## src/rtl/probe_gen_pkg.sv

```systemverilog
// Shared types and pure helpers for the probe pattern generator.
//   mode_t    : pattern mode selector (values 5..7 behave as hold)
//   state_t   : run-control FSM states
//   gray_of   : binary-to-Gray conversion
//   lfsr_next : one Fibonacci LFSR step for a pattern of 'width' bits
// Helpers work on a PAT_MAX_W-bit container so any pattern width up to that
// size can use them; callers zero-extend in and slice the result back out.
package probe_gen_pkg;

  localparam int PAT_MAX_W = 64;

  typedef enum logic [2:0] {
    MODE_UP   = 3'd0,
    MODE_DOWN = 3'd1,
    MODE_WALK = 3'd2,
    MODE_LFSR = 3'd3,
    MODE_GRAY = 3'd4,
    MODE_HOLD = 3'd5
  } mode_t;

  typedef enum logic [1:0] {
    S_IDLE = 2'd0,
    S_RUN  = 2'd1,
    S_DONE = 2'd2
  } state_t;

  function automatic logic [PAT_MAX_W-1:0] gray_of(input logic [PAT_MAX_W-1:0] b);
    return b ^ (b >> 1);
  endfunction

  // Shift left, feed the parity of the tapped bits into the LSB, then drop
  // anything above the pattern width.
  function automatic logic [PAT_MAX_W-1:0] lfsr_next(input logic [PAT_MAX_W-1:0] p,
                                                     input logic [PAT_MAX_W-1:0] taps,
                                                     input int unsigned          width);
    logic [PAT_MAX_W-1:0] mask;
    logic                 fb;
    mask = (width >= PAT_MAX_W) ? '1 : ((PAT_MAX_W'(1) << width) - PAT_MAX_W'(1));
    fb   = ^(p & taps);
    return ((p << 1) | {{(PAT_MAX_W-1){1'b0}}, fb}) & mask;
  endfunction

endpackage

```

## src/rtl/probe_pattern_gen_prescaler.sv

```systemverilog
// Rate prescaler for the probe pattern generator.
//   clk, rst_n : clock, asynchronous active-low reset
//   clear      : synchronous return of the count to zero
//   enable     : count this cycle
//   div        : tick period is div+1 enabled cycles
//   tick       : single-cycle pulse on the last cycle of each period
module probe_prescaler #(
  parameter int DIV_W = 16
) (
  input  logic             clk,
  input  logic             rst_n,
  input  logic             clear,
  input  logic             enable,
  input  logic [DIV_W-1:0] div,
  output logic             tick
);

  logic [DIV_W-1:0] cnt;

  assign tick = enable && (cnt == div);

  always_ff @(posedge clk or negedge rst_n) begin
    if (!rst_n) begin
      cnt <= '0;
    end else if (clear) begin
      cnt <= '0;
    end else if (enable) begin
      cnt <= tick ? '0 : cnt + DIV_W'(1);
    end
  end

endmodule

```

## src/rtl/probe_pattern_gen.sv

```systemverilog
// Deterministic pattern source for logic-analyzer probe nets.
//   clk, rst_n : clock, asynchronous active-low reset
//   start/stop : run handshake; start acted on in IDLE only, stop beats start
//   mode       : 0 up, 1 down, 2 walking one, 3 LFSR, 4 Gray, 5..7 hold
//   div        : pattern advances every div+1 clocks
//   length     : advances per run, 0 = free-run
//   seed       : initial pattern value
//   pattern    : registered pattern output
//   step/wrap  : strobes in the cycle after an advance / sequence wrap
//   busy/done  : running flag / one-cycle burst-complete strobe
// All run controls are captured at start, so input changes mid-run are inert.
module probe_pattern_gen
  import probe_gen_pkg::*;
#(
  parameter int               WIDTH     = 7,
  parameter int               DIV_W     = 16,
  parameter int               LEN_W     = 16,
  parameter logic [WIDTH-1:0] LFSR_TAPS = 7'b1100000
) (
  input  logic             clk,
  input  logic             rst_n,
  input  logic             start,
  input  logic             stop,
  input  logic [2:0]       mode,
  input  logic [DIV_W-1:0] div,
  input  logic [LEN_W-1:0] length,
  input  logic [WIDTH-1:0] seed,
  output logic [WIDTH-1:0] pattern,
  output logic             step,
  output logic             wrap,
  output logic             busy,
  output logic             done
);

  state_t           state, state_nxt;
  mode_t            mode_in, mode_l;
  logic [DIV_W-1:0] div_l;
  logic [LEN_W-1:0] len_l, adv_cnt, adv_cnt_inc;
  logic [WIDTH-1:0] seed_l, seed_adj, load_pat;
  logic [WIDTH-1:0] bin, bin_inc, bin_nxt, pat_nxt;
  logic             wrap_nxt, load, adv, tick, pre_en, pre_clear;
  logic [PAT_MAX_W-1:0] lfsr_w, gray_w, seed_gray_w;
  logic             unused_hi_bits;

  probe_prescaler #(.DIV_W(DIV_W)) u_prescaler (
    .clk    (clk),
    .rst_n  (rst_n),
    .clear  (pre_clear),
    .enable (pre_en),
    .div    (div_l),
    .tick   (tick)
  );

  // Load value: walking one and LFSR cannot run from an all-zero seed, and
  // Gray mode counts internally in binary and shows the Gray code.
  always_comb begin
    mode_in     = mode_t'(mode);
    seed_adj    = seed;
    if ((mode_in == MODE_WALK || mode_in == MODE_LFSR) && seed == '0)
      seed_adj = WIDTH'(1);
    seed_gray_w = gray_of(PAT_MAX_W'(seed));
    load_pat    = (mode_in == MODE_GRAY) ? seed_gray_w[WIDTH-1:0] : seed_adj;
  end

  // Next pattern and wrap detection for the latched mode.
  always_comb begin
    pat_nxt  = pattern;
    bin_nxt  = bin;
    wrap_nxt = 1'b0;
    bin_inc  = bin + WIDTH'(1);
    lfsr_w   = lfsr_next(PAT_MAX_W'(pattern), PAT_MAX_W'(LFSR_TAPS), WIDTH);
    gray_w   = gray_of(PAT_MAX_W'(bin_inc));
    case (mode_l)
      MODE_UP: begin
        pat_nxt  = pattern + WIDTH'(1);
        wrap_nxt = &pattern;
      end
      MODE_DOWN: begin
        pat_nxt  = pattern - WIDTH'(1);
        wrap_nxt = (pattern == '0);
      end
      MODE_WALK: begin
        pat_nxt  = {pattern[WIDTH-2:0], pattern[WIDTH-1]};
        wrap_nxt = pattern[WIDTH-1];
      end
      MODE_LFSR: begin
        pat_nxt  = lfsr_w[WIDTH-1:0];
        wrap_nxt = (lfsr_w[WIDTH-1:0] == seed_l);
      end
      MODE_GRAY: begin
        bin_nxt  = bin_inc;
        pat_nxt  = gray_w[WIDTH-1:0];
        wrap_nxt = &bin;
      end
      default: ;
    endcase
  end

  assign unused_hi_bits = ^{lfsr_w[PAT_MAX_W-1:WIDTH], gray_w[PAT_MAX_W-1:WIDTH],
                            seed_gray_w[PAT_MAX_W-1:WIDTH]};

  assign adv_cnt_inc = adv_cnt + LEN_W'(1);

  always_ff @(posedge clk or negedge rst_n) begin
    if (!rst_n) state <= S_IDLE;
    else        state <= state_nxt;
  end

  // Run control. stop takes priority over both start and a same-cycle advance.
  always_comb begin
    state_nxt = state;
    load      = 1'b0;
    adv       = 1'b0;
    pre_en    = 1'b0;
    pre_clear = 1'b1;
    case (state)
      S_IDLE: begin
        if (start && !stop) begin
          load      = 1'b1;
          state_nxt = S_RUN;
        end
      end
      S_RUN: begin
        pre_en    = 1'b1;
        pre_clear = 1'b0;
        if (stop) begin
          state_nxt = S_IDLE;
        end else if (tick) begin
          adv = 1'b1;
          if (len_l != '0 && adv_cnt_inc == len_l) state_nxt = S_DONE;
        end
      end
      S_DONE:  state_nxt = S_IDLE;
      default: state_nxt = S_IDLE;
    endcase
  end

  always_ff @(posedge clk or negedge rst_n) begin
    if (!rst_n) begin
      pattern <= '0;
      bin     <= '0;
      seed_l  <= '0;
      mode_l  <= MODE_UP;
      div_l   <= '0;
      len_l   <= '0;
      adv_cnt <= '0;
      step    <= 1'b0;
      wrap    <= 1'b0;
      busy    <= 1'b0;
      done    <= 1'b0;
    end else begin
      step <= adv;
      wrap <= adv & wrap_nxt;
      busy <= (state_nxt == S_RUN);
      done <= (state_nxt == S_DONE);
      if (load) begin
        mode_l  <= mode_in;
        div_l   <= div;
        len_l   <= length;
        seed_l  <= seed_adj;
        bin     <= seed;
        pattern <= load_pat;
        adv_cnt <= '0;
      end else if (adv) begin
        pattern <= pat_nxt;
        bin     <= bin_nxt;
        if (len_l != '0) adv_cnt <= adv_cnt_inc;
      end
    end
  end

endmodule

```

## config.mk

```make
export PLATFORM = sky130hd
export DESIGN_NAME = probe_pattern_gen
export DESIGN_NICKNAME = d
export VERILOG_FILES = /design/src/rtl/probe_gen_pkg.sv /design/src/rtl/probe_pattern_gen_prescaler.sv /design/src/rtl/probe_pattern_gen.sv
export SDC_FILE = /design/constraint.sdc
export NUM_CORES = 1
export LEC_CHECK = 0
export ABC_AREA = 1
export BUFFER_PORTS_ARGS = -buffer_cell sky130_fd_sc_hd__buf_4
export CORE_MARGIN = 10
export CORE_UTILIZATION = 50
export CTS_BUF_LIST = sky130_fd_sc_hd__clkbuf_8
export CTS_CLUSTER_DIAMETER = 100
export DETAILED_ROUTE_END_ITERATION = 10
export GPL_TIMING_DRIVEN = 0
export PLACE_DENSITY = 0.69
export SKIP_CTS_REPAIR_TIMING = 1
export SYNTH_ARGS = -nofsm -noshare
export SYNTH_HDL_FRONTEND = slang
export SYNTH_SLANG_ARGS = --single-unit
```

## constraint.sdc

```tcl
create_clock -name clk -period 7.2 [get_ports clk]
set_input_delay 1.44 -clock clk [delete_from_list [all_inputs] [get_ports clk]]
set_output_delay 1.44 -clock clk [all_outputs]
set_load 0.05 [all_outputs]
```

# After elaboration in Yosys (flattened, before gate mapping)
# Cells that the tools add are included.
# W data, S select, Z words.
[word_totals]
regBits = 94
in_bits = 46
out_inout_bits = 11
word_cells = 83
[op_classes]
addsub = 5
eq_ne = 14
muxes = 26
bitwise = 4
reduce_logical = 21
[ops]
columns = ["operator", "count"]
rows = [
  ["$mux W16", 6],
  ["$reduce_xor A64 Y1", 1],
  ["$mux W7", 7],
  ["$pmux W7 S5", 1],
  ["$add A16 B1 Y16 const B", 2],
  ["$eq A16 B16 Y1", 2],
  ["$reduce_bool A16 Y1", 1],
  ["$add A7 B1 Y7 const B", 2],
  ["$logic_not A7 Y1", 2],
  ["$reduce_and A7 Y1", 2],
  ["$xor A7 B6 Y7", 2],
  ["$eq A3 B2 Y1 const B", 4],
  ["$mux W2", 4],
  ["$eq A7 B7 Y1", 1],
  ["$or A7 B1 Y7", 1],
  ["$sub A7 B1 Y7 const B", 1],
  ["$eq A3 B3 Y1 const B", 2],
  ["$mux W1", 6],
  ["$reduce_and A2 Y1", 3],
  ["$reduce_bool A2 Y1", 3],
  ["$reduce_bool A6 Y1", 1],
  ["$pmux W1 S5", 1],
  ["$eq A2 B1 Y1 const B", 2],
  ["$logic_and A1 B1 Y1", 4],
  ["other kinds (9)", 9],
]

# Longest topological paths before layout
# Gate-level depths: netlist of run 1.
[depth]
word_depth = 8
depth_mapped = 15
ltp_nobuf = 15

# Cells and area by module
# Synthesis of run 1 repeated with hierarchy kept, for this count alone.
[hier_totals]
hier_cells = 888
area_unflattened_um2 = 6065.8
[modules_own_cells]
columns = ["module", "instances", "cells_per_inst", "area_per_inst_um2", "seq_area_each_um2"]
rows = [
  ["probe_pattern_gen", 1, 669, 4748.3, 1951.9],
  ["probe_prescaler", 1, 219, 1317.5, 400.4],
]

# Least setup slack after synthesis of run 1
# No wires, ideal clock.
[synth_timing]
path_kind = "input port to flip-flop"
start = "in stop"
end = "reg div_l[10]"
setup_time_ns = 0.117
arrival_ns = 2.537
required_time_ns = 7.083
slack_ns = 4.546
path_stages = 8
n_path_buf = 2
path_cell_list = "inv_1 > nand2_1 > nor3_1 > inv_2 > buf_2 > clkbuf_1 > nand2_1 > nand2_1"
[synth_via]
elab_chain_cells = 4
[synth_rtl]
columns = ["element", "line_no", "text"]
rows = [
  ["start, declared", "probe_pattern_gen.sv:23", "input logic stop,"],
  ["$logic_not A1 Y1", "probe_pattern_gen.sv:118", "if (start && !stop) begin"],
  ["$logic_and A1 B1 Y1", "probe_pattern_gen.sv:118", ""],
  ["$mux W1", "probe_pattern_gen.sv:118", ""],
  ["$mux W1", "probe_pattern_gen.sv:116", "case (state)"],
  ["end signal, assigned", "probe_pattern_gen.sv:158", "div_l <= div;"],
  ["end, declared", "probe_pattern_gen.sv:37", "logic [DIV_W-1:0] div_l;"],
]
# No other way between the ends.
# A chain may end at the register's enable or synchronous reset.

# Worst setup path after layout of run 1
[layout_timing]
start = "in stop"
end = "reg len_l[0]"
[layout_via]
elab_chain_cells = 4
[layout_rtl]
columns = ["element", "line_no", "text"]
rows = [
  ["$logic_not A1 Y1", "probe_pattern_gen.sv:118", ""],
  ["$logic_and A1 B1 Y1", "probe_pattern_gen.sv:118", ""],
  ["$mux W1", "probe_pattern_gen.sv:118", ""],
  ["$mux W1", "probe_pattern_gen.sv:116", ""],
  ["end signal, assigned", "probe_pattern_gen.sv:159", "len_l <= length;"],
  ["end, declared", "probe_pattern_gen.sv:38", "logic [LEN_W-1:0] len_l, adv_cnt, adv_cnt_inc;"],
]
# No other way between the ends.

==> results of run 1 <==
worst register-to-register path: stages (launching register included):
cell and delay [ns]:
sky130_fd_sc_hd__dfrtp_1 0.46, sky130_fd_sc_hd__nor3_1 0.72, sky130_fd_sc_hd__inv_1 0.17, sky130_fd_sc_hd__fa_1 0.41, sky130_fd_sc_hd__inv_1 0.10, sky130_fd_sc_hd__nand3_1 0.07
sky130_fd_sc_hd__nand2_1 0.12, sky130_fd_sc_hd__nand2_1 0.07, sky130_fd_sc_hd__a21boi_0 0.17, sky130_fd_sc_hd__nor3_1 0.06, sky130_fd_sc_hd__o21ai_0 0.18, sky130_fd_sc_hd__nand2_1 0.07
sky130_fd_sc_hd__nand2_1 0.06, sky130_fd_sc_hd__nand3_1 0.05
layout make-up:
class                   count  share of cell area
clock buffers              11              0.0226
clock inverters             5             0.00728
flip-flops and latches     94               0.351
well taps                 143              0.0267
plain buffers              15              0.0123
repair buffers             56              0.0627
inverters                 110              0.0627
multi-input cells         608               0.455
registers in the layout (all words and copies together) (netlist names):
register         count
state                2
seed_l               7
busy                 1
mode_l               3
u_prescaler.cnt     16
adv_cnt             16
step                 1
len_l               16
done                 1
pattern              7
wrap                 1
div_l               16
bin                  7
metal layers:
metal / up-vias / GRT usage / part of all wire
li1: 2809 / - / -
met2: 193 / 0.295 / 0.44
met5: - / 0 / 0
met1: 2635 / 0.265 / 0.47
met4: 0 / 0.0707 / 0.024
met3: 29 / 0.0378 / 0.064
where the power goes:
part	internal (mW)	switching, mW	total, mW
Sequential	0.604	0.0839	0.688
Clock	0.177	0.193	0.369
Combinational	0.200	0.358	0.558
kinds of logic (layout without fill, tap and decap cells):
kind of cell,count (synthesis),count (layout),share of synthesized area
buf+inv,125,197,0.0852
fa+ha+maj,12,12,0.0267
simple gates,460,460,0.342
flops,94,94,0.398
compound gates,111,111,0.111
xor+xnor,25,25,0.0371
final timing paths:
check / startpoint / depth (start not counted) / end
max reg2reg: mode_l[2] / 13 / pattern[6]
max: stop / 9 / len_l[0]
min: div_l[5] / 2 / div_l[5]
min reg2reg: div_l[5] / 2 / div_l[5]
min in group asynchronous: rst_n / 1 / adv_cnt[15]
max in group asynchronous: rst_n / 1 / u_prescaler.cnt[10]
cell usage in the layout, fill, tap and decap left out, types with 2 or more instances in the layout:
cell type                  count
sky130_fd_sc_hd__buf_6         2
sky130_fd_sc_hd__nor3_1       13
sky130_fd_sc_hd__a21oi_1      19
sky130_fd_sc_hd__ha_1         11
sky130_fd_sc_hd__nand2_1     261
sky130_fd_sc_hd__nor2_1       64
sky130_fd_sc_hd__inv_1        99
sky130_fd_sc_hd__o21bai_1      2
sky130_fd_sc_hd__clkbuf_8     11
sky130_fd_sc_hd__nor2_2        5
sky130_fd_sc_hd__o31ai_1       5
sky130_fd_sc_hd__xnor2_1       6
sky130_fd_sc_hd__o21ai_0      56
sky130_fd_sc_hd__xor2_1       19
sky130_fd_sc_hd__dfrtp_1      94
sky130_fd_sc_hd__nor2_4        3
sky130_fd_sc_hd__o22ai_1       2
sky130_fd_sc_hd__nand3b_1      3
sky130_fd_sc_hd__buf_2         6
sky130_fd_sc_hd__clkbuf_1      6
sky130_fd_sc_hd__o221ai_1      2
sky130_fd_sc_hd__buf_4        57
sky130_fd_sc_hd__o211ai_1      4
sky130_fd_sc_hd__clkinv_2      5
sky130_fd_sc_hd__nand2_4       5
sky130_fd_sc_hd__o21ai_1       2
sky130_fd_sc_hd__nand3_1      78
sky130_fd_sc_hd__or2_2         2
sky130_fd_sc_hd__nand4_1      21
sky130_fd_sc_hd__o21ai_2      11
sky130_fd_sc_hd__a31oi_1       3
sky130_fd_sc_hd__inv_2         8
cells in the mapped netlist (all sizes together), types with 2 or more instances:
library cell,number,area (sq um)
nand4,21,131
a31oi,3,18.8
xor2,19,166
nor3,14,75.1
o21ai,69,387
a21oi,20,104
inv,106,398
dfrtp,94,2350
nand2,267,1040
o31ai,5,37.5
nand3b,3,22.5
nand3,78,390
o22ai,2,12.5
clkinv,4,22.5
buf,9,60.1
o211ai,4,30.0
o21bai,2,15.0
clkbuf,6,22.5
nor2,73,325
nor4,2,18.8
ha,11,138
or2,2,12.5
o221ai,2,17.5
xnor2,6,52.6
==> impl_metrics.prom, run 1 <==
# TYPE chip_impl_metric gauge
chip_impl_info{name="status",value="finished, final reports clean"} 1
chip_impl_metric{name="synth.ff_latch_count",unit=""} 94
chip_impl_info{name="setup.worst_path.start_class",value="input port"} 1
chip_impl_metric{name="clkLatencyLatePin",unit="ns"} 0.38
chip_impl_info{name="path_cells",value="buf_4 -> inv_1 -> nand2_1 -> nor3_1 -> inv_2 -> buf_2 -> clkbuf_1 -> nand2_1 -> nand2_1"} 1
chip_impl_metric{name="synth_cell_type_count",unit=""} 44
chip_impl_metric{name="grt_max_degree",unit=""} 95
chip_impl_metric{name="final_cell_count_no_fill",unit=""} 1042
chip_impl_metric{name="place_area",unit="sq um"} 6500
chip_impl_metric{name="max-cap-violations",unit=""} 0
chip_impl_metric{name="total_wire_length",unit="mm"} 15.9
chip_impl_metric{name="mappedNetlistArea",unit="sq um"} 5900
chip_impl_metric{name="dp_hpwl",unit="mm"} 12.2
chip_impl_info{name="unrepaired_setup_endpoints_after_global_routing",value="false"} 1
chip_impl_metric{name="syn_nets",unit=""} 885
chip_impl_metric{name="tightest_pin_transition",unit="ns"} 1.23
chip_impl_metric{name="dr_total_vias",unit=""} 5666
chip_impl_metric{name="first_drt_iteration_drcs",unit=""} 495
chip_impl_metric{name="hold_viol",unit=""} 0
chip_impl_metric{name="slew-limit-headroom",unit=""} 0.180
chip_impl_metric{name="row_count",unit=""} 39
chip_impl_metric{name="grt_overflow",unit=""} 0
chip_impl_metric{name="floorplan.initialDensity",unit=""} 0.515
chip_impl_metric{name="h-tree-depth",unit=""} 3
chip_impl_metric{name="leakage",unit="nW"} 3.43
chip_impl_metric{name="worstPathRequired",unit="ns"} 7.47
chip_impl_metric{name="track_usage",unit=""} 0.193
chip_impl_metric{name="ff2ff_setup_slack",unit="ns"} 4.38
chip_impl_metric{name="timing.final.max_slew_violations",unit=""} 0
chip_impl_metric{name="layout-drive-gt1-share",unit=""} 0.137
chip_impl_metric{name="area_used_by_multi_input_combinational_logic",unit="sq um"} 3050
chip_impl_metric{name="crit_path_max_incr_delay",unit="ns"} 0.49
chip_impl_info{name="cts_tree",value="done"} 1
chip_impl_metric{name="tritoncts.num_buffers",unit=""} 9
chip_impl_metric{name="fill_cells",unit=""} 1091
chip_impl_metric{name="final_instance_area",unit="sq um"} 6700
chip_impl_metric{name="area.sequential",unit="sq um"} 2350
chip_impl_metric{name="fin_skew",unit="ns"} 0.0106
chip_impl_metric{name="die-height",unit="um"} 129
chip_impl_metric{name="drc_errors",unit=""} 0
chip_impl_metric{name="clock_sink_count",unit=""} 94
chip_impl_metric{name="number_of_iterations_in_the_first_detailed_routing_pass",unit=""} 5
chip_impl_metric{name="min_period",unit="ns"} 2.85
chip_impl_metric{name="critical_path.max_fanout",unit=""} 10
chip_impl_metric{name="yosys_warnings",unit=""} 0
chip_impl_metric{name="setup_viol",unit=""} 0
chip_impl_metric{name="preCtsSetupSlack",unit="ns"} 3.91
chip_impl_metric{name="first_global_vias",unit=""} 5328
chip_impl_info{name="end_kind",value="register"} 1
chip_impl_metric{name="buffer_ports.inserted",unit=""} 56
chip_impl_metric{name="fin_ws",unit="ns"} 4.35
chip_impl_metric{name="io_pins",unit=""} 57
chip_impl_metric{name="setup_total_negative_slack",unit="ns"} 0
chip_impl_metric{name="number_of_antenna_violations_at_the_first_check_in_global_routing",unit=""} 0
chip_impl_metric{name="buffers_inverters_on_critical_path",unit=""} 5
chip_impl_metric{name="layout.nets",unit=""} 952
chip_impl_metric{name="synth_enable_flop_cells",unit=""} 0
chip_impl_info{name="hold_class",value="reg -> reg"} 1
chip_impl_metric{name="synth.avg_cell_area",unit="sq um"} 7.14
chip_impl_metric{name="fp.coreArea",unit="sq um"} 11500
chip_impl_metric{name="antenna_left",unit=""} 0
chip_impl_metric{name="seq_area_frac_synth",unit=""} 0.398
chip_impl_metric{name="clk_transition_reported_paths",unit="ns"} 0.09
chip_impl_info{name="critical_path.most_common_cell",value="sky130_fd_sc_hd__nand2_1"} 1
chip_impl_metric{name="wire_length_of_the_first_global_routing_pass",unit="mm"} 26.0
chip_impl_metric{name="clock_path_buffers",unit=""} 2
chip_impl_info{name="ctsRootBufferMaster",value="sky130_fd_sc_hd__clkbuf_8"} 1
chip_impl_metric{name="overall_power_after_layout",unit="mW"} 1.62
chip_impl_metric{name="synthCells",unit=""} 827
chip_impl_metric{name="signal_arrival_time_at_the_worst_endpoint",unit="ns"} 3.13
chip_impl_metric{name="avgRoutedWirePerCell",unit="um"} 15.2
chip_impl_metric{name="final_wtd_congestion",unit=""} 0.924
chip_impl_metric{name="vdd_ir_drop_max",unit="uV"} 235
chip_impl_metric{name="area_delta_synth_final",unit="%"} 13.5
chip_impl_metric{name="asyncSetResetFlopFracSynth",unit=""} 1.00
chip_impl_metric{name="clock.fmax",unit="MHz"} 351
chip_impl_info{name="postSynth.topFlopCell",value="sky130_fd_sc_hd__dfrtp_1"} 1
chip_impl_info{name="critical_path.top_delay_family",value="buffers and inverters"} 1
chip_impl_metric{name="fraction_of_the_core_area_covered_by_cells_at_the_end_of_the_flow",unit=""} 0.585
chip_impl_metric{name="fin_hold_ws",unit="ns"} 0.503
chip_impl_metric{name="viasPerCell",unit=""} 5.44
chip_impl_metric{name="numPlacedInstances",unit=""} 1026
chip_impl_metric{name="die_area",unit="sq um"} 16600
chip_impl_info{name="critical_path_class",value="in -> reg"} 1
chip_impl_metric{name="layout_worst_path_cycle_share",unit=""} 0.396
chip_impl_info{name="slowest_stage",value="sky130_fd_sc_hd__nor3_1"} 1
chip_impl_metric{name="n_antenna_cell",unit=""} 0
chip_impl_metric{name="die_width",unit="um"} 129
chip_impl_metric{name="p_per_area",unit="nW/um^2"} 241
No activity file was read; power rests on OpenSTA's default activity.
==> run 2: changes to the inputs <==
==> constraint.sdc (replaced) <==
create_clock -name clk -period 2.8 [get_ports clk]
set_input_delay 0.56 -clock clk [delete_from_list [all_inputs] [get_ports clk]]
set_output_delay 0.56 -clock clk [all_outputs]
set_load 0.05 [all_outputs]
==> run 2 against run 1 <==
Via count shrank 0.69%. Setup slack lost 4.0 ns. Global-route usage is the same. Largest cell class unchanged. Final cell count is the same. Wire length shrank 0.12%. Design area grew 0.17%.
==> impl_metrics.prom, run 2 (synthesized netlist as in run 1, its figures left out) <==
# TYPE chip_impl_metric gauge
chip_impl_metric{name="clk_transition_reported_paths",unit="ns"} 0.10
chip_impl_metric{name="min_period",unit="ns"} 2.44
chip_impl_metric{name="number_of_antenna_violations_at_the_first_check_in_global_routing",unit=""} 0
chip_impl_metric{name="area_delta_synth_final",unit="%"} 13.7
chip_impl_info{name="final_common_cell",value="sky130_fd_sc_hd__nand2_1"} 1
chip_impl_metric{name="number_of_iterations_in_the_first_detailed_routing_pass",unit=""} 5
chip_impl_info{name="worst_r2r_startpoint",value="mode_l[2]"} 1
chip_impl_metric{name="max-cap-violations",unit=""} 0
chip_impl_metric{name="clock_path_buffers",unit=""} 2
chip_impl_metric{name="dp_hpwl",unit="mm"} 12.2
chip_impl_info{name="cts_tree",value="done"} 1
chip_impl_metric{name="numPlacedInstances",unit=""} 1026
chip_impl_metric{name="worstPathRequired",unit="ns"} 3.07
chip_impl_metric{name="track_usage",unit=""} 0.193
chip_impl_metric{name="antenna_left",unit=""} 0
chip_impl_info{name="setup.worst_path.start",value="mode_l[2]"} 1
chip_impl_metric{name="critical_path.max_fanout",unit=""} 7
chip_impl_metric{name="reg2reg_depth",unit=""} 13
chip_impl_metric{name="tritoncts.num_buffers",unit=""} 9
chip_impl_metric{name="io_pins",unit=""} 57
chip_impl_metric{name="final_wtd_congestion",unit=""} 0.924
chip_impl_metric{name="final_cell_count_no_fill",unit=""} 1042
chip_impl_metric{name="vdd_ir_drop_max",unit="uV"} 604
chip_impl_metric{name="signal_arrival_time_at_the_worst_endpoint",unit="ns"} 2.71
chip_impl_info{name="setup.worst_path.start_class",value="register"} 1
chip_impl_metric{name="leakage",unit="nW"} 3.43
chip_impl_metric{name="die_width",unit="um"} 129
chip_impl_info{name="most-common-layout-cells",value="sky130_fd_sc_hd__nand2_1, sky130_fd_sc_hd__inv_1, sky130_fd_sc_hd__dfrtp_1"} 1
chip_impl_metric{name="p_per_area",unit="nW/um^2"} 619
chip_impl_metric{name="buffer_ports.inserted",unit=""} 56
chip_impl_metric{name="tightest_pin_transition",unit="ns"} 1.20
chip_impl_metric{name="viasPerCell",unit=""} 5.40
chip_impl_metric{name="wire_length_of_the_first_global_routing_pass",unit="mm"} 26.0
chip_impl_metric{name="row_count",unit=""} 39
chip_impl_metric{name="h-tree-depth",unit=""} 3
chip_impl_metric{name="fin_skew",unit="ns"} 0.00910
chip_impl_metric{name="setup_viol",unit=""} 0
chip_impl_metric{name="die-height",unit="um"} 129
chip_impl_metric{name="grt_max_degree",unit=""} 95
chip_impl_metric{name="first_global_vias",unit=""} 5328
chip_impl_info{name="unrepaired_setup_endpoints_after_global_routing",value="false"} 1
chip_impl_info{name="end_kind",value="register"} 1
chip_impl_info{name="status",value="finished, final reports clean"} 1
chip_impl_metric{name="slew-limit-headroom",unit=""} 0.198
chip_impl_metric{name="grt_overflow",unit=""} 0
chip_impl_metric{name="clock.fmax",unit="MHz"} 410
chip_impl_metric{name="timing.final.max_slew_violations",unit=""} 0
chip_impl_metric{name="dr_total_vias",unit=""} 5627
chip_impl_metric{name="n_antenna_cell",unit=""} 0
chip_impl_metric{name="fraction_of_the_core_area_covered_by_cells_at_the_end_of_the_flow",unit=""} 0.586
chip_impl_metric{name="layout-drive-gt1-share",unit=""} 0.138
chip_impl_metric{name="overall_power_after_layout",unit="mW"} 4.15
chip_impl_metric{name="hold_viol",unit=""} 0
chip_impl_metric{name="fp.coreArea",unit="sq um"} 11500
chip_impl_metric{name="first_drt_iteration_drcs",unit=""} 513
chip_impl_metric{name="total_wire_length",unit="mm"} 15.9
chip_impl_metric{name="floorplan.initialDensity",unit=""} 0.515
chip_impl_metric{name="drc_errors",unit=""} 0
chip_impl_metric{name="clock_sink_count",unit=""} 94
chip_impl_metric{name="clkLatencyLatePin",unit="ns"} 0.38
chip_impl_info{name="ctsRootBufferMaster",value="sky130_fd_sc_hd__clkbuf_8"} 1
chip_impl_info{name="critical_path_class",value="reg -> reg"} 1
chip_impl_metric{name="layout_worst_path_cycle_share",unit=""} 0.870
chip_impl_metric{name="avgRoutedWirePerCell",unit="um"} 15.2
chip_impl_metric{name="die_area",unit="sq um"} 16600
chip_impl_metric{name="ff2ff_setup_slack",unit="ns"} 0.36
chip_impl_info{name="hold_class",value="in -> reg"} 1
chip_impl_metric{name="layout.nets",unit=""} 952
chip_impl_info{name="cp-endpoint",value="pattern[6]"} 1
chip_impl_info{name="critical_path.reg2reg.endpoint",value="pattern[6]"} 1
run 2: cell counts in the layout (fill, tap and decap cells not counted):
Identical to the previous run, type by type.
run 2: how the worst min path moves through the flow:
stage               start          to  slack [ns]  cells past startpoint
6_report          div[13]   div_l[13]        0.37                      3
3_5_place_dp     div_l[5]    div_l[5]        0.48                      2
3_3_place_gp     div_l[5]    div_l[5]        0.48                      2
4_1_cts        length[10]   len_l[10]        0.37                      3
2_1_floorplan       rst_n  adv_cnt[0]        0.26                      0
5_1_grt        length[10]   len_l[10]        0.37                      3
run 2: worst max-delay path: stages, from the launching register on:
cell and delay, ns:
sky130_fd_sc_hd__dfrtp_1 0.48, sky130_fd_sc_hd__nor3_4 0.38, sky130_fd_sc_hd__inv_1 0.12, sky130_fd_sc_hd__fa_1 0.38
sky130_fd_sc_hd__inv_1 0.10, sky130_fd_sc_hd__nand3_1 0.07, sky130_fd_sc_hd__nand2_1 0.12, sky130_fd_sc_hd__nand2_1 0.08
sky130_fd_sc_hd__a21boi_0 0.17, sky130_fd_sc_hd__nor3_1 0.06, sky130_fd_sc_hd__o21ai_0 0.18, sky130_fd_sc_hd__nand2_1 0.07
sky130_fd_sc_hd__nand2_1 0.06, sky130_fd_sc_hd__nand3_1 0.05
run 2: final cells by class:
class                   instances  area [sq um]
multi-input cells             608          3060
fillers                      1090          4750
well taps                     143           179
clock buffers                  11           151
clock inverters                 5          48.8
plain buffers                  15          82.6
repair buffers                 56           420
flip-flops and latches         94          2350
inverters                     110           420
run 2: routing by layer:
metal	wire, um	vias up	global-route usage
met5	0	-	0
met4	379	0	0.0707
met3	1030	29	0.0378
met2	7020	184	0.295
met1	7440	2607	0.265
li1	-	2807	-
run 2: through the flow:
step	hold slack [ns]	setup slack (ns)	TNS, ns	area (sq um)
2_1_floorplan	0.264	0.450	0	5900
3_3_place_gp	0.479	0.0906	0	6500
3_5_place_dp	0.482	-0.0147	-0.0147	6500
4_1_cts	0.367	-0.0337	-0.0337	6700
5_1_grt	0.368	0.0817	0	6720
6_report	0.374	0.363	0	6720
run 2: power by group:
part | internal (mW) | total, mW | switching [mW]
Combinational | 0.516 | 1.44 | 0.921
Sequential | 1.55 | 1.77 | 0.220
Clock | 0.455 | 0.945 | 0.490
==> run 3: changes to the inputs <==
--- a/config.mk
+++ b/config.mk
@@ -5,7 +5,7 @@
 export SDC_FILE = /design/constraint.sdc
 export NUM_CORES = 1
 export LEC_CHECK = 0
-export ABC_AREA = 1
+export ABC_AREA = 0
 export BUFFER_PORTS_ARGS = -buffer_cell sky130_fd_sc_hd__buf_4
 export CORE_MARGIN = 10
 export CORE_UTILIZATION = 50
==> run 3 against run 2 <==
Flip-flop and latch count is the same. Design area shrank 2.0%. Fmax shrank 5.5%. Worst hold slack gained 0.012 ns. Combinational power shrank 33%. Critical endpoint is now adv_cnt[9]. Critical path type unchanged.
==> impl_metrics.prom, run 3 <==
# TYPE chip_impl_metric gauge
chip_impl_metric{name="fin_hold_ws",unit="ns"} 0.386
chip_impl_metric{name="vdd_ir_drop_max",unit="uV"} 264
chip_impl_info{name="worst_r2r_startpoint",value="len_l[8]"} 1
chip_impl_metric{name="seq_area_frac_synth",unit=""} 0.406
chip_impl_info{name="synth.top_cells.by_area",value="sky130_fd_sc_hd__dfrtp_1, sky130_fd_sc_hd__nand2_1, sky130_fd_sc_hd__xor2_1"} 1
chip_impl_metric{name="dp_hpwl",unit="mm"} 11.3
chip_impl_info{name="synthMostInstantiatedCell",value="sky130_fd_sc_hd__nand2_1"} 1
chip_impl_metric{name="tightest_pin_transition",unit="ns"} 1.18
chip_impl_metric{name="asyncSetResetFlopFracSynth",unit=""} 1.00
chip_impl_metric{name="number_of_iterations_in_the_first_detailed_routing_pass",unit=""} 5
chip_impl_info{name="unrepaired_setup_endpoints_after_global_routing",value="false"} 1
chip_impl_metric{name="drc_errors",unit=""} 0
chip_impl_info{name="holdPathEnd",value="len_l[7]"} 1
chip_impl_metric{name="critical_path.max_fanout",unit=""} 10
chip_impl_metric{name="number_of_antenna_violations_at_the_first_check_in_global_routing",unit=""} 0
chip_impl_metric{name="min_period",unit="ns"} 2.58
chip_impl_info{name="status",value="finished, final reports clean"} 1
chip_impl_info{name="synth_commonest_cells",value="sky130_fd_sc_hd__nand2_1, sky130_fd_sc_hd__dfrtp_1, sky130_fd_sc_hd__nor2_1"} 1
chip_impl_metric{name="hold_viol",unit=""} 0
chip_impl_metric{name="slew-limit-headroom",unit=""} 0.211
chip_impl_metric{name="fp.coreArea",unit="sq um"} 11400
chip_impl_metric{name="timing.final.max_slew_violations",unit=""} 0
chip_impl_metric{name="first_drt_iteration_drcs",unit=""} 375
chip_impl_metric{name="antenna_left",unit=""} 0
chip_impl_info{name="end_kind",value="register"} 1
chip_impl_info{name="ctsRootBufferMaster",value="sky130_fd_sc_hd__clkbuf_8"} 1
chip_impl_metric{name="min_delay_path_depth",unit=""} 3
chip_impl_metric{name="synth_cell_type_count",unit=""} 61
chip_impl_info{name="critical_path.reg2reg.endpoint",value="adv_cnt[9]"} 1
chip_impl_metric{name="yosys_warnings",unit=""} 0
chip_impl_metric{name="io_pins",unit=""} 57
chip_impl_metric{name="synth.avg_cell_area",unit="sq um"} 8.64
chip_impl_info{name="min_from",value="length[7]"} 1
chip_impl_metric{name="buffer_ports.inserted",unit=""} 56
chip_impl_metric{name="wire_length_of_the_first_global_routing_pass",unit="mm"} 24.7
chip_impl_metric{name="signal_arrival_time_at_the_worst_endpoint",unit="ns"} 2.87
chip_impl_info{name="post_synthesis_cell_type_with_the_largest_combined_area",value="sky130_fd_sc_hd__dfrtp_1"} 1
chip_impl_metric{name="final_wtd_congestion",unit=""} 0.937
chip_impl_metric{name="tritoncts.num_buffers",unit=""} 9
chip_impl_metric{name="die-height",unit="um"} 128
chip_impl_metric{name="die_area",unit="sq um"} 16300
chip_impl_metric{name="layout-drive-gt1-share",unit=""} 0.131
chip_impl_info{name="setup.worst_path.start_class",value="register"} 1
chip_impl_metric{name="layout_worst_path_cycle_share",unit=""} 0.921
chip_impl_metric{name="p_per_area",unit="nW/um^2"} 529
chip_impl_info{name="postSynth.topFlopCell",value="sky130_fd_sc_hd__dfrtp_1"} 1
chip_impl_metric{name="h-tree-depth",unit=""} 3
chip_impl_metric{name="area_delta_synth_final",unit="%"} 13.5
chip_impl_metric{name="avgRoutedWirePerCell",unit="um"} 17.0
chip_impl_metric{name="grt_overflow",unit=""} 0
chip_impl_metric{name="n_antenna_cell",unit=""} 0
chip_impl_metric{name="row_count",unit=""} 39
chip_impl_metric{name="worstPathRequired",unit="ns"} 3.09
chip_impl_info{name="critical_path_class",value="reg -> reg"} 1
chip_impl_metric{name="final_instance_area",unit="sq um"} 6580
chip_impl_metric{name="leakage",unit="nW"} 3.00
chip_impl_info{name="final_common_cell",value="sky130_fd_sc_hd__nand2_1"} 1
chip_impl_metric{name="synth.top_cell.area_share",unit=""} 0.406
chip_impl_metric{name="synthCells",unit=""} 671
chip_impl_metric{name="clk_transition_reported_paths",unit="ns"} 0.09
chip_impl_metric{name="synth_enable_flop_cells",unit=""} 0
chip_impl_metric{name="synth.ff_latch_count",unit=""} 94
chip_impl_metric{name="fill_cells",unit=""} 1058
chip_impl_metric{name="fin_skew",unit="ns"} 0.0105
chip_impl_metric{name="dr_total_vias",unit=""} 4969
chip_impl_metric{name="clock.fmax",unit="MHz"} 388
chip_impl_metric{name="syn_nets",unit=""} 729
chip_impl_metric{name="mappedNetlistArea",unit="sq um"} 5800
chip_impl_metric{name="overall_power_after_layout",unit="mW"} 3.49
chip_impl_metric{name="max-cap-violations",unit=""} 0
chip_impl_metric{name="setup_total_negative_slack",unit="ns"} 0
chip_impl_metric{name="die_width",unit="um"} 128
chip_impl_metric{name="layout.nets",unit=""} 795
chip_impl_metric{name="viasPerCell",unit=""} 5.62
chip_impl_metric{name="reg2reg_depth",unit=""} 7
chip_impl_metric{name="grt_max_degree",unit=""} 95
chip_impl_metric{name="ff2ff_setup_slack",unit="ns"} 0.22
chip_impl_info{name="most-common-layout-cells",value="sky130_fd_sc_hd__nand2_1, sky130_fd_sc_hd__dfrtp_1, sky130_fd_sc_hd__buf_4"} 1
chip_impl_metric{name="first_global_vias",unit=""} 4880
chip_impl_metric{name="place_area",unit="sq um"} 6400
chip_impl_metric{name="floorplan.initialDensity",unit=""} 0.510
chip_impl_info{name="cts_tree",value="done"} 1
chip_impl_info{name="hold_class",value="in -> reg"} 1
chip_impl_metric{name="setup_viol",unit=""} 0
chip_impl_metric{name="track_usage",unit=""} 0.185
chip_impl_metric{name="total_wire_length",unit="mm"} 15.0
chip_impl_metric{name="clock_sink_count",unit=""} 94
chip_impl_metric{name="clkLatencyLatePin",unit="ns"} 0.36
chip_impl_metric{name="clock_path_buffers",unit=""} 2
run 3: cell types whose count changed after synthesis, moves of 32 or more:
| cell | before | now |
|---|---|---|
| sky130_fd_sc_hd__nand2_1 | 261 | 163 |
| sky130_fd_sc_hd__inv_1 | 98 | 14 |
| sky130_fd_sc_hd__nand3_1 | 78 | 31 |
| sky130_fd_sc_hd__o21ai_0 | 56 | 24 |
| sky130_fd_sc_hd__xnor2_1 | 6 | 38 |
run 3: kinds of logic after synthesis:
family                     Yosys count  share of synthesized area
xor gates and xnor gates            79                      0.122
buffers and inverters               51                     0.0358
muxes                               11                     0.0192
DFF                                 94                      0.406
AOI/OAI and AO/OA                   88                     0.0971
adders and majority gates           12                     0.0272
and+or+nand+nor                    336                      0.293
run 3: report_power, final:
part	internal [mW]	switching [mW]	leakage, nW
clock	0.410	0.452	0.104
combinational	0.403	0.560	1.68
sequential	1.49	0.168	1.22
total	2.31	1.18	3.00
run 3: final cells by class:
type / instances / area, sq um / share of cell area
inverters: 14 / 52.6 / 0.00798
plain buffers: 36 / 151 / 0.0230
clock buffers: 13 / 179 / 0.0272
repair buffers: 56 / 420 / 0.0639
flip-flops and latches: 94 / 2350 / 0.357
well taps: 143 / 179 / 0.0272
multi-input cells: 526 / 3240 / 0.492
clock inverters: 2 / 7.51 / 0.00114
run 3: how the worst max path moves through the flow:
stage / start / end / slack (ns) / cells past startpoint
4_1_cts: mode_l[0] / pattern[3] / 0.24 / 9
6_report: len_l[8] / adv_cnt[9] / 0.22 / 7
5_1_grt: len_l[10] / adv_cnt[9] / 0.01 / 7
3_3_place_gp: stop / pattern[4] / 0.23 / 6
2_1_floorplan: pattern[0] / pattern[6] / 0.29 / 9
3_5_place_dp: stop / pattern[4] / 0.24 / 6
run 3: per-layer routing:
metal | up-vias | routed length [um] | GRT usage
met3 | 24 | 896 | 0.0347
met2 | 146 | 7080 | 0.295
met5 | - | 0 | 0
met1 | 2363 | 6780 | 0.250
met4 | 0 | 236 | 0.0556
li1 | 2436 | - | -
run 3: critical path: stages (launching register included):
cell and delay [ns]:
sky130_fd_sc_hd__dfrtp_1 0.47, sky130_fd_sc_hd__nor4_1 0.28, sky130_fd_sc_hd__and4_1 0.21, sky130_fd_sc_hd__clkbuf_1 0.48
sky130_fd_sc_hd__o31a_1 0.38, sky130_fd_sc_hd__clkbuf_1 0.42, sky130_fd_sc_hd__a21oi_1 0.09, sky130_fd_sc_hd__a21oi_1 0.16
run 3: stage by stage:
step / instances / setup slack, ns / util
after floorplan: 671 / 0.291 / -
after global placement: 870 / 0.230 / 0.563
after detailed placement: 870 / 0.243 / 0.563
after CTS: 885 / 0.236 / 0.579
after global routing: 884 / 0.0131 / 0.579
final: 884 / 0.222 / 0.579
